[config.mk]
export PLATFORM = sky130hd
export DESIGN_NAME = dag_addr_gen_flat
export DESIGN_NICKNAME = d
export VERILOG_FILES = /design/src/rtl/dag_pkg.sv /design/src/rtl/dag_if.sv /design/src/rtl/dag_circ_add.sv /design/src/rtl/dag_addr_gen.sv /design/src/flat_wrapper.sv
export SDC_FILE = /design/constraint.sdc
export NUM_CORES = 1
export LEC_CHECK = 0
export ABC_AREA = 1
export CAP_MARGIN = 20
export CELL_PAD_IN_SITES_DETAIL_PLACEMENT = 0
export CELL_PAD_IN_SITES_GLOBAL_PLACEMENT = 2
export CORE_MARGIN = 2
export CORE_UTILIZATION = 40
export CTS_BUF_LIST = sky130_fd_sc_hd__clkbuf_4 sky130_fd_sc_hd__clkbuf_8
export DETAILED_ROUTE_END_ITERATION = 6
export GPL_ROUTABILITY_DRIVEN = 0
export PLACE_DENSITY = 0.9
export SETUP_SLACK_MARGIN = 0.3
export SLEW_MARGIN = 40
export SYNTH_ARGS = -nofsm -noshare
export SYNTH_HDL_FRONTEND = slang
export SYNTH_SLANG_ARGS = --single-unit
export TNS_END_PERCENT = 10
[constraint.sdc]
create_clock -name clk -period 21.3 [get_ports clk]
set_input_delay 2.13 -clock clk [delete_from_list [all_inputs] [get_ports clk]]
set_output_delay 2.13 -clock clk [all_outputs]
set_load 0.02 [all_outputs]
[src/rtl/dag_pkg.sv]
// Shared constants for the data address generator: ureg group codes,
// default widths and ureg address field positions.
package dag_pkg;

  localparam int DMA_SIZE_DEF = 16;
  localparam int NREG_DEF     = 4;

  typedef enum logic [1:0] {
    GRP_I = 2'b00,
    GRP_M = 2'b01,
    GRP_L = 2'b10,
    GRP_B = 2'b11
  } dag_grp_e;

  localparam int UADD_GRP_HI = 3;
  localparam int UADD_GRP_LO = 2;
  localparam int UADD_IDX_HI = 1;
  localparam int UADD_IDX_LO = 0;

endpackage

[src/rtl/dag_if.sv]
// Sequencer / bus-connect side of the DAG. ps_dg_brev exists only when
// DAG_BITREV_EN is defined.
interface dag_if #(parameter int DMA_SIZE = dag_pkg::DMA_SIZE_DEF);

  logic                ps_dg_en;
  logic                ps_dg_pre;
  logic [1:0]          ps_dg_iadd;
  logic [1:0]          ps_dg_madd;
  logic                ps_dg_wrt_en;
  logic [3:0]          ps_dg_wrt_add;
  logic [3:0]          ps_dg_rd_add;
  logic [DMA_SIZE-1:0] bc_dt;
  logic [DMA_SIZE-1:0] dg_dm_add;
  logic [DMA_SIZE-1:0] dg_bc_dt;
`ifdef DAG_BITREV_EN
  logic                ps_dg_brev;

  modport master (
    output ps_dg_en, ps_dg_pre, ps_dg_iadd, ps_dg_madd, ps_dg_wrt_en,
           ps_dg_wrt_add, ps_dg_rd_add, bc_dt, ps_dg_brev,
    input  dg_dm_add, dg_bc_dt
  );
  modport slave (
    input  ps_dg_en, ps_dg_pre, ps_dg_iadd, ps_dg_madd, ps_dg_wrt_en,
           ps_dg_wrt_add, ps_dg_rd_add, bc_dt, ps_dg_brev,
    output dg_dm_add, dg_bc_dt
  );
`else
  modport master (
    output ps_dg_en, ps_dg_pre, ps_dg_iadd, ps_dg_madd, ps_dg_wrt_en,
           ps_dg_wrt_add, ps_dg_rd_add, bc_dt,
    input  dg_dm_add, dg_bc_dt
  );
  modport slave (
    input  ps_dg_en, ps_dg_pre, ps_dg_iadd, ps_dg_madd, ps_dg_wrt_en,
           ps_dg_wrt_add, ps_dg_rd_add, bc_dt,
    output dg_dm_add, dg_bc_dt
  );
`endif

endinterface

[src/rtl/dag_circ_add.sv]
// Combinational modulo adder: next index from I + M, wrapped into the
// circular buffer [B, B+L) when L is non-zero.
module dag_circ_add #(
  parameter int DMA_SIZE = dag_pkg::DMA_SIZE_DEF
) (
  input  logic [DMA_SIZE-1:0] i_i,
  input  logic [DMA_SIZE-1:0] m_i,
  input  logic [DMA_SIZE-1:0] l_i,
  input  logic [DMA_SIZE-1:0] b_i,
  output logic [DMA_SIZE-1:0] next_o
);

  logic                m_neg;
  logic [DMA_SIZE:0]   sum;
  logic [DMA_SIZE:0]   lim;
  logic                below_b;

  always_comb begin
    m_neg   = m_i[DMA_SIZE-1];
    sum     = {1'b0, i_i} + {m_neg, m_i};
    lim     = {1'b0, b_i} + {1'b0, l_i};
    // with negative M the top sum bit is set only when I+M went below zero
    below_b = sum[DMA_SIZE] | (sum[DMA_SIZE-1:0] < b_i);
    next_o  = sum[DMA_SIZE-1:0];
    if (l_i != '0) begin
      if (!m_neg && (sum >= lim))
        next_o = sum[DMA_SIZE-1:0] - l_i;
      else if (m_neg && below_b)
        next_o = sum[DMA_SIZE-1:0] + l_i;
    end
  end

endmodule

[src/rtl/dag_addr_gen.sv]
// Data address generator: four I/M/L/B sets, pre/post-modify, circular
// buffers, ureg access. DAG_BITREV_EN adds bit-reversed addressing on I0.
module dag_addr_gen
  import dag_pkg::*;
#(
  parameter int DMA_SIZE = DMA_SIZE_DEF,
  parameter int NREG     = NREG_DEF
) (
  input  logic clk,
  input  logic reset,
  dag_if.slave bus
);

  logic [DMA_SIZE-1:0] i_q [NREG];
  logic [DMA_SIZE-1:0] i_d [NREG];
  logic [DMA_SIZE-1:0] m_q [NREG];
  logic [DMA_SIZE-1:0] m_d [NREG];
  logic [DMA_SIZE-1:0] l_q [NREG];
  logic [DMA_SIZE-1:0] l_d [NREG];
  logic [DMA_SIZE-1:0] b_q [NREG];
  logic [DMA_SIZE-1:0] b_d [NREG];
  logic [DMA_SIZE-1:0] add_q, add_d;
  logic [DMA_SIZE-1:0] rd_q, rd_d;
  logic [DMA_SIZE-1:0] next_idx, issue_add;
  dag_grp_e            wr_grp, rd_grp;
  logic [1:0]          wr_idx, rd_idx;

  dag_circ_add #(.DMA_SIZE(DMA_SIZE)) u_circ (
    .i_i    (i_q[bus.ps_dg_iadd]),
    .m_i    (m_q[bus.ps_dg_madd]),
    .l_i    (l_q[bus.ps_dg_iadd]),
    .b_i    (b_q[bus.ps_dg_iadd]),
    .next_o (next_idx)
  );

  always_comb begin
    issue_add = bus.ps_dg_pre ? next_idx : i_q[bus.ps_dg_iadd];
`ifdef DAG_BITREV_EN
    if (bus.ps_dg_brev && (bus.ps_dg_iadd == 2'd0)) begin
      for (int k = 0; k < DMA_SIZE; k++)
        issue_add[k] = (bus.ps_dg_pre ? next_idx[DMA_SIZE-1-k] : i_q[0][DMA_SIZE-1-k]);
    end
`endif
    add_d = bus.ps_dg_en ? issue_add : add_q;
  end

  // post-modify update first so a same-cycle ureg write to that I wins
  always_comb begin
    wr_grp = dag_grp_e'(bus.ps_dg_wrt_add[UADD_GRP_HI:UADD_GRP_LO]);
    wr_idx = bus.ps_dg_wrt_add[UADD_IDX_HI:UADD_IDX_LO];
    i_d = i_q;
    m_d = m_q;
    l_d = l_q;
    b_d = b_q;
    if (bus.ps_dg_en && !bus.ps_dg_pre)
      i_d[bus.ps_dg_iadd] = next_idx;
    if (bus.ps_dg_wrt_en) begin
      case (wr_grp)
        GRP_I: i_d[wr_idx] = bus.bc_dt;
        GRP_M: m_d[wr_idx] = bus.bc_dt;
        GRP_L: l_d[wr_idx] = bus.bc_dt;
        GRP_B: begin
          b_d[wr_idx] = bus.bc_dt;
          i_d[wr_idx] = bus.bc_dt;
        end
        default: ;
      endcase
    end
  end

  always_comb begin
    rd_grp = dag_grp_e'(bus.ps_dg_rd_add[UADD_GRP_HI:UADD_GRP_LO]);
    rd_idx = bus.ps_dg_rd_add[UADD_IDX_HI:UADD_IDX_LO];
    rd_d   = '0;
    case (rd_grp)
      GRP_I:   rd_d = i_q[rd_idx];
      GRP_M:   rd_d = m_q[rd_idx];
      GRP_L:   rd_d = l_q[rd_idx];
      GRP_B:   rd_d = b_q[rd_idx];
      default: rd_d = '0;
    endcase
  end

  always_ff @(posedge clk or posedge reset) begin
    if (reset) begin
      for (int k = 0; k < NREG; k++) begin
        i_q[k] <= '0;
        m_q[k] <= '0;
        l_q[k] <= '0;
        b_q[k] <= '0;
      end
      add_q <= '0;
      rd_q  <= '0;
    end else begin
      for (int k = 0; k < NREG; k++) begin
        i_q[k] <= i_d[k];
        m_q[k] <= m_d[k];
        l_q[k] <= l_d[k];
        b_q[k] <= b_d[k];
      end
      add_q <= add_d;
      rd_q  <= rd_d;
    end
  end

  assign bus.dg_dm_add = add_q;
  assign bus.dg_bc_dt  = rd_q;

endmodule

[src/flat_wrapper.sv]
// flat-port wrapper written by rule: the top's interface ports become plain ports
module dag_addr_gen_flat import dag_pkg::*;
#(
  parameter int DMA_SIZE = DMA_SIZE_DEF,
  parameter int NREG     = NREG_DEF
)
  (clk, reset, bus_ps_dg_en, bus_ps_dg_pre, bus_ps_dg_iadd, bus_ps_dg_madd, bus_ps_dg_wrt_en, bus_ps_dg_wrt_add, bus_ps_dg_rd_add, bus_bc_dt, bus_dg_dm_add, bus_dg_bc_dt);
  dag_if #(.DMA_SIZE(DMA_SIZE)) bus_i ();
  input  logic clk;
  input  logic reset;
  input wire logic [$bits(bus_i.ps_dg_en)-1:0] bus_ps_dg_en;
  input wire logic [$bits(bus_i.ps_dg_pre)-1:0] bus_ps_dg_pre;
  input wire logic [$bits(bus_i.ps_dg_iadd)-1:0] bus_ps_dg_iadd;
  input wire logic [$bits(bus_i.ps_dg_madd)-1:0] bus_ps_dg_madd;
  input wire logic [$bits(bus_i.ps_dg_wrt_en)-1:0] bus_ps_dg_wrt_en;
  input wire logic [$bits(bus_i.ps_dg_wrt_add)-1:0] bus_ps_dg_wrt_add;
  input wire logic [$bits(bus_i.ps_dg_rd_add)-1:0] bus_ps_dg_rd_add;
  input wire logic [$bits(bus_i.bc_dt)-1:0] bus_bc_dt;
  output wire logic [$bits(bus_i.dg_dm_add)-1:0] bus_dg_dm_add;
  output wire logic [$bits(bus_i.dg_bc_dt)-1:0] bus_dg_bc_dt;
  assign bus_i.ps_dg_en = bus_ps_dg_en;
  assign bus_i.ps_dg_pre = bus_ps_dg_pre;
  assign bus_i.ps_dg_iadd = bus_ps_dg_iadd;
  assign bus_i.ps_dg_madd = bus_ps_dg_madd;
  assign bus_i.ps_dg_wrt_en = bus_ps_dg_wrt_en;
  assign bus_i.ps_dg_wrt_add = bus_ps_dg_wrt_add;
  assign bus_i.ps_dg_rd_add = bus_ps_dg_rd_add;
  assign bus_i.bc_dt = bus_bc_dt;
  assign bus_dg_dm_add = bus_i.dg_dm_add;
  assign bus_dg_bc_dt = bus_i.dg_bc_dt;
  dag_addr_gen #(.DMA_SIZE(DMA_SIZE), .NREG(NREG)) u_core (.clk(clk), .reset(reset), .bus(bus_i));
endmodule
## Word level (Yosys, flattened, before mapping)

Cells that the tools add are included.

- Flip-flop bits (word level): 288
- Input bits: 33
- Output and inout bits: 32
- Word-level logic and storage cells: 96

- $add $sub $neg: 4
- Order comparisons: 8
- Equality and inequality tests: 6
- Muxes and demuxes: 41
- Bitwise gates (word level): 5
- Reduce and logical (&&, ||, !) cells: 14

Operators with widths:

| kind | count |
|---|---|
| 16-bit two-way mux | 22 |
| 64-bit bitwise mux | 5 |
| 16-bit binary-select mux with 2-bit select | 8 |
| 64-bit two-way mux | 3 |
| 16-bit demux with 2-bit select | 2 |
| 16-bit case mux with 4 select lines | 1 |
| 16-bit by 16-bit adder with 17-bit output | 1 |
| 16-bit by 17-bit adder with 17-bit output | 1 |
| 17-bit >= comparator | 1 |
| 16-bit adder | 1 |
| 16-bit < comparator | 1 |
| 16-bit nonzero test | 1 |
| 16-bit subtractor | 1 |
| 3-bit >= comparator, second input constant | 4 |
| 2-bit NOT with 3-bit output | 4 |
| 2-bit equality test, second input constant | 4 |
| 3-bit by 1-bit < comparator with 1-bit output, second input constant | 2 |
| 2-bit AND reduction | 3 |
| 1-bit logical AND | 5 |
| 2-bit by 1-bit equality test with 1-bit output, second input constant | 2 |
| 2-bit zero test | 2 |
| 1-bit zero test | 2 |
| 2-bit OR reduction | 1 |
| 1-bit bitwise OR | 1 |

## Longest topological paths before layout

- Depth after elaboration: 16
- Mapped depth: 37
- Depth with buffers taken out: 33

## Cells and area by module

Synthesis repeated with hierarchy kept, for this count alone.

- Cell total of the unflattened synthesis: 2907
- Area, all modules: 20009.2 µm²

Modules (own cells, without submodules):

| module | instances | cells each | area each (µm²) | seq. area each (µm²) |
|---|---|---|---|---|
| dag_addr_gen | 1 | 2150 | 15554.9 | 7206.9 |
| dag_circ_add | 1 | 757 | 4454.3 | 0.0 |

## Worst setup path after synthesis

Ideal clock, no wire load.

- Path type: input to register
- Start point: input bus_ps_dg_iadd[0]
- End point: register u_core.i_q[22] in the netlist's numbering
- Library setup time: 77 ps
- Data arrival time: 6467 ps
- Required time: 21223 ps
- Setup slack: 14756 ps
- Stages: 34
- Path buffers: 5
- Path through: nor2_1 -> buf_6 -> buf_6 -> clkbuf_1 -> clkbuf_1 -> a221oi_1 -> o21a_1 -> inv_1 -> ha_1 -> a21oi_1 -> nand2_1 -> a21oi_1 -> o21bai_1 -> a21oi_1 -> inv_1 -> a21oi_1 -> o21ai_0 -> nand3_1 -> nand2_1 -> nand3_1 -> nand2_1 -> xor2_1 -> ha_1 -> nand3_1 -> nor4_1 -> a31oi_1 -> nand2_1 -> nand2_2 -> buf_4 -> nand3_1 -> nand3_1 -> nand2_2 -> nand2_1 -> a21oi_1

RTL lines:

| what | line | RTL |
|---|---|---|
| start, declared | flat_wrapper.sv:13 | `input wire logic [$bits(bus_i.ps_dg_iadd)-1:0] bus_ps_dg_iadd;` |
| end signal, assigned by index | dag_addr_gen.sv:96 | `i_q[k] <= i_d[k];` |
| end, declared | dag_addr_gen.sv:14 | `logic [DMA_SIZE-1:0] i_q [NREG];` |

==> flow_metrics.py <==
metrics = {
    "yosys": {
        "syn-num-nets": 2786,
        "synth_area_leaders": "dfrtp_1 (38%), nand2_1 (11%), o21ai_0 (9.5%), a21oi_1 (7.3%), ha_1 (6.1%)",
        "synth_area_um2": 19100,
        "syn_avg_cell_area_um2": 7.20,
        "ys_ff_latch": 288,
        "synth_edf_count": 0,
        "ys_warn_count": 0,
        "ys_types": 57,
        "synth_top_area_frac": 0.377,
        "ys.flop_type": "dfrtp_1",
        "syn_inst": 2656,
        "synthArstFlopShare": 1.00,
        "seq_area_frac_synth": 0.377,
        "synth_top_area_cell": "dfrtp_1",
    },
    "run_status": {
        "status": "finished, final reports clean",
    },
    "floorplanning": {
        "start_util": 0.403,
        "ios": 65,
        "die_area_um2": 49600,
        "core_region_area_um2": 47400,
        "die-height_um": 223,
        "die-width_um": 223,
        "rows": 80,
    },
    "power_and_ir_drop": {
        "leakagePower_nw": 10.1,
        "power.total_mw": 3.15,
        "power_density_nw_per_um2": 147,
        "irDropWorstVdd_v": 0.0000733,
    },
    "cts": {
        "cts_hold_buf": 0,
        "clkLatencyLatePin_ns": 0.69,
        "root_buffer": "clkbuf_8",
        "htree_levels": 2,
        "path_clk_slew_ns": 0.06,
        "cts_buffers": 54,
        "cts_tree": "built",
        "cts_setup_buffers": 0,
        "cts.sinks": 288,
        "cts_buffer_depth": 3,
        "cts.repair.resized": 0,
    },
    "global_routing": {
        "grt_max_degree": 124,
        "antenna_found_initial": 1,
        "grt_pass1_wl_mm": 118,
        "track_usage": 0.319,
        "grt_pass1_vias": 18500,
        "grt-ovfl-total": 0,
    },
    "routing": {
        "wl_mm": 80.3,
        "drt_iter0_drc": 1985,
        "drcViolationCount": 0,
        "wl_per_cell_um": 24.2,
        "firstDrtPassIters": 7,
        "vias": 19700,
        "via_per_inst": 5.91,
        "antenna_left": 0,
    },
    "worst_setup_path": {
        "start_kind": "input pin",
        "critical_path_class": "in2reg",
        "cp_data_arrival_time_ns": 9.02,
        "cp_max_fo": 26,
        "cpMostUsedCell": "nand3_1",
        "worstSetupStartpoint": "bus_ps_dg_iadd[0]",
        "end_kind": "flip-flop",
        "rr_worst_depth": 26,
        "cp.required_ns": 21.90,
        "regToRegStartpoint": "u_core.m_q[32]",
        "rr_endpoint": "u_core.i_q[61]",
        "slowest_delay_ns": 0.61,
        "r2r_slack_ns": 15.51,
        "cp_slowest_cell": "nand3_1",
    },
    "final_layout": {
        "final_layout_size_suffix_gt1_frac": 0.0676,
        "syn2layout_area_growth_pct": 12.2,
        "nFillCells": 4915,
        "ff_latch_area_um2": 7210,
        "multi_input_area_um2": 10500,
        "final_cells": 3324,
        "fin_nets": 2798,
    },
    "timing": {
        "slew_headroom": 0.396,
        "fin_ws_ns": 12.88,
        "clock.fmax_mhz": 119,
        "hold_viol": 0,
        "fin_crit_ns": 8.42,
        "rsz0062_at_grt": "no",
        "period_share": 0.395,
        "setup_tns_ns": 0,
        "maxSlewViolCount": 0,
        "finalSetupViolCount": 0,
        "tightest_slew_ns": 0.900,
        "clock_skew_ns": 0.0363,
    },
    "hold_path": {
        "hp-start": "u_core.b_q[27]",
        "holdCritPathClass": "reg2reg",
        "min_to": "u_core.b_q[27]",
        "hold_depth": 2,
    },
    "placed_design": {
        "place.detailed.hpwl_mm": 55.2,
        "place_inst": 3225,
        "pre_cts_slack_ns": 12.39,
        "portBuffers": 64,
    },
    "job": {
        "max_cap_viol_count": 0,
    },
}
synth_stat cells, drive strengths merged, types with 2 or more instances:
cell     count
or2          2
o21bai       4
clkbuf     124
dfrtp      288
xnor2       10
and2         2
a31oi        3
a22o         2
clkinv       3
inv        237
o21ai      367
o221ai       7
fa           4
o21a        12
nand3      137
a21oi      281
buf         24
nor3         6
nor4         3
a221oi      22
a221o        2
o31ai        4
o2111ai      5
o22ai       34
nor2       263
nand4       21
ha          93
a21o         5
nand3b       6
a21boi       3
a32o        10
nand2      575
xor2        35
a211oi       6
a22oi       51
cell usage in the layout, fill, tap and decap left out, types with 10 or more instances in the layout:
cell	count
nand3_1	132
a221oi_1	21
clkbuf_4	26
xor2_1	32
dfrtp_1	288
o21a_1	12
a22oi_1	51
nand4_1	21
ha_1	93
nor2_1	258
inv_1	226
clkbuf_8	63
a32o_1	10
o21ai_0	362
buf_4	36
nand2_2	16
nand2_1	558
o22ai_1	34
a21oi_1	280
clkdlybuf4s50_1	62
flip-flops by register name, indices dropped and copies added, names as in the netlist:
signal and flops:
u_core.b_q 64, u_core.bus.dg_bc_dt 16, u_core.bus.dg_dm_add 16, u_core.i_q 64, u_core.l_q 64, u_core.m_q 64
where the power goes:
part           switching [mW]  total (mW)  internal [mW]
combinational            1.16        1.74          0.573
sequential              0.125       0.833          0.708
clock                   0.264       0.578          0.315
total                    1.55        3.15           1.60
worst max-delay path by stage:
stage / endpoint / cells after the start
after floorplan: u_core.b_q[0] / 1
after global placement: u_core.i_q[29] / 31
after detailed placement: u_core.i_q[61] / 30
after CTS: u_core.i_q[61] / 31
after global routing: u_core.i_q[13] / 30
final: u_core.i_q[61] / 30
critical path, delay by kind of cell:
kind                     cells  cell delay [ns]
AND/OR/NAND/NOR             17             3.26
AO/OA/AOI/OAI                5             0.99
adder cells (fa/ha/maj)      3             0.92
buffers and inverters        5             1.65
area by class of cell:
type                       instances  share of cell area
multi-input combinational       1980               0.487
sequential                       288               0.336
clock buffer                      89              0.0495
timing repair buffer             104              0.0457
inverter                         240              0.0427
tap                              615              0.0359
clock inverter                     6             0.00286
antenna                            2            0.000233
metrics by stage:
step                 util  cell area (µm²)  hold slack, ns
floorplan               -            19100           0.453
global placement    0.426            20200           0.466
detailed placement  0.428            20300           0.473
CTS                 0.452            21400           0.488
global route        0.452            21500           0.498
finish              0.452            21500           0.485
logic make-up after synthesis:
group / count (synthesis) / share of synthesized area
simple gates: 1016 / 0.218
buf+inv: 388 / 0.0795
flops: 288 / 0.377
compound gates: 822 / 0.240
xor+xnor: 45 / 0.0206
fa+ha+maj: 97 / 0.0650
metal layers:
layer / vias up / GRT usage / wire length (µm)
met3: 239 / 0.0565 / 6920
li1: 9006 / - / -
met5: - / 0 / 0
met1: 9381 / 0.421 / 33200
met2: 1033 / 0.503 / 35900
met4: 0 / 0.165 / 4280
Note: power is estimated with default switching activity, not from simulation.
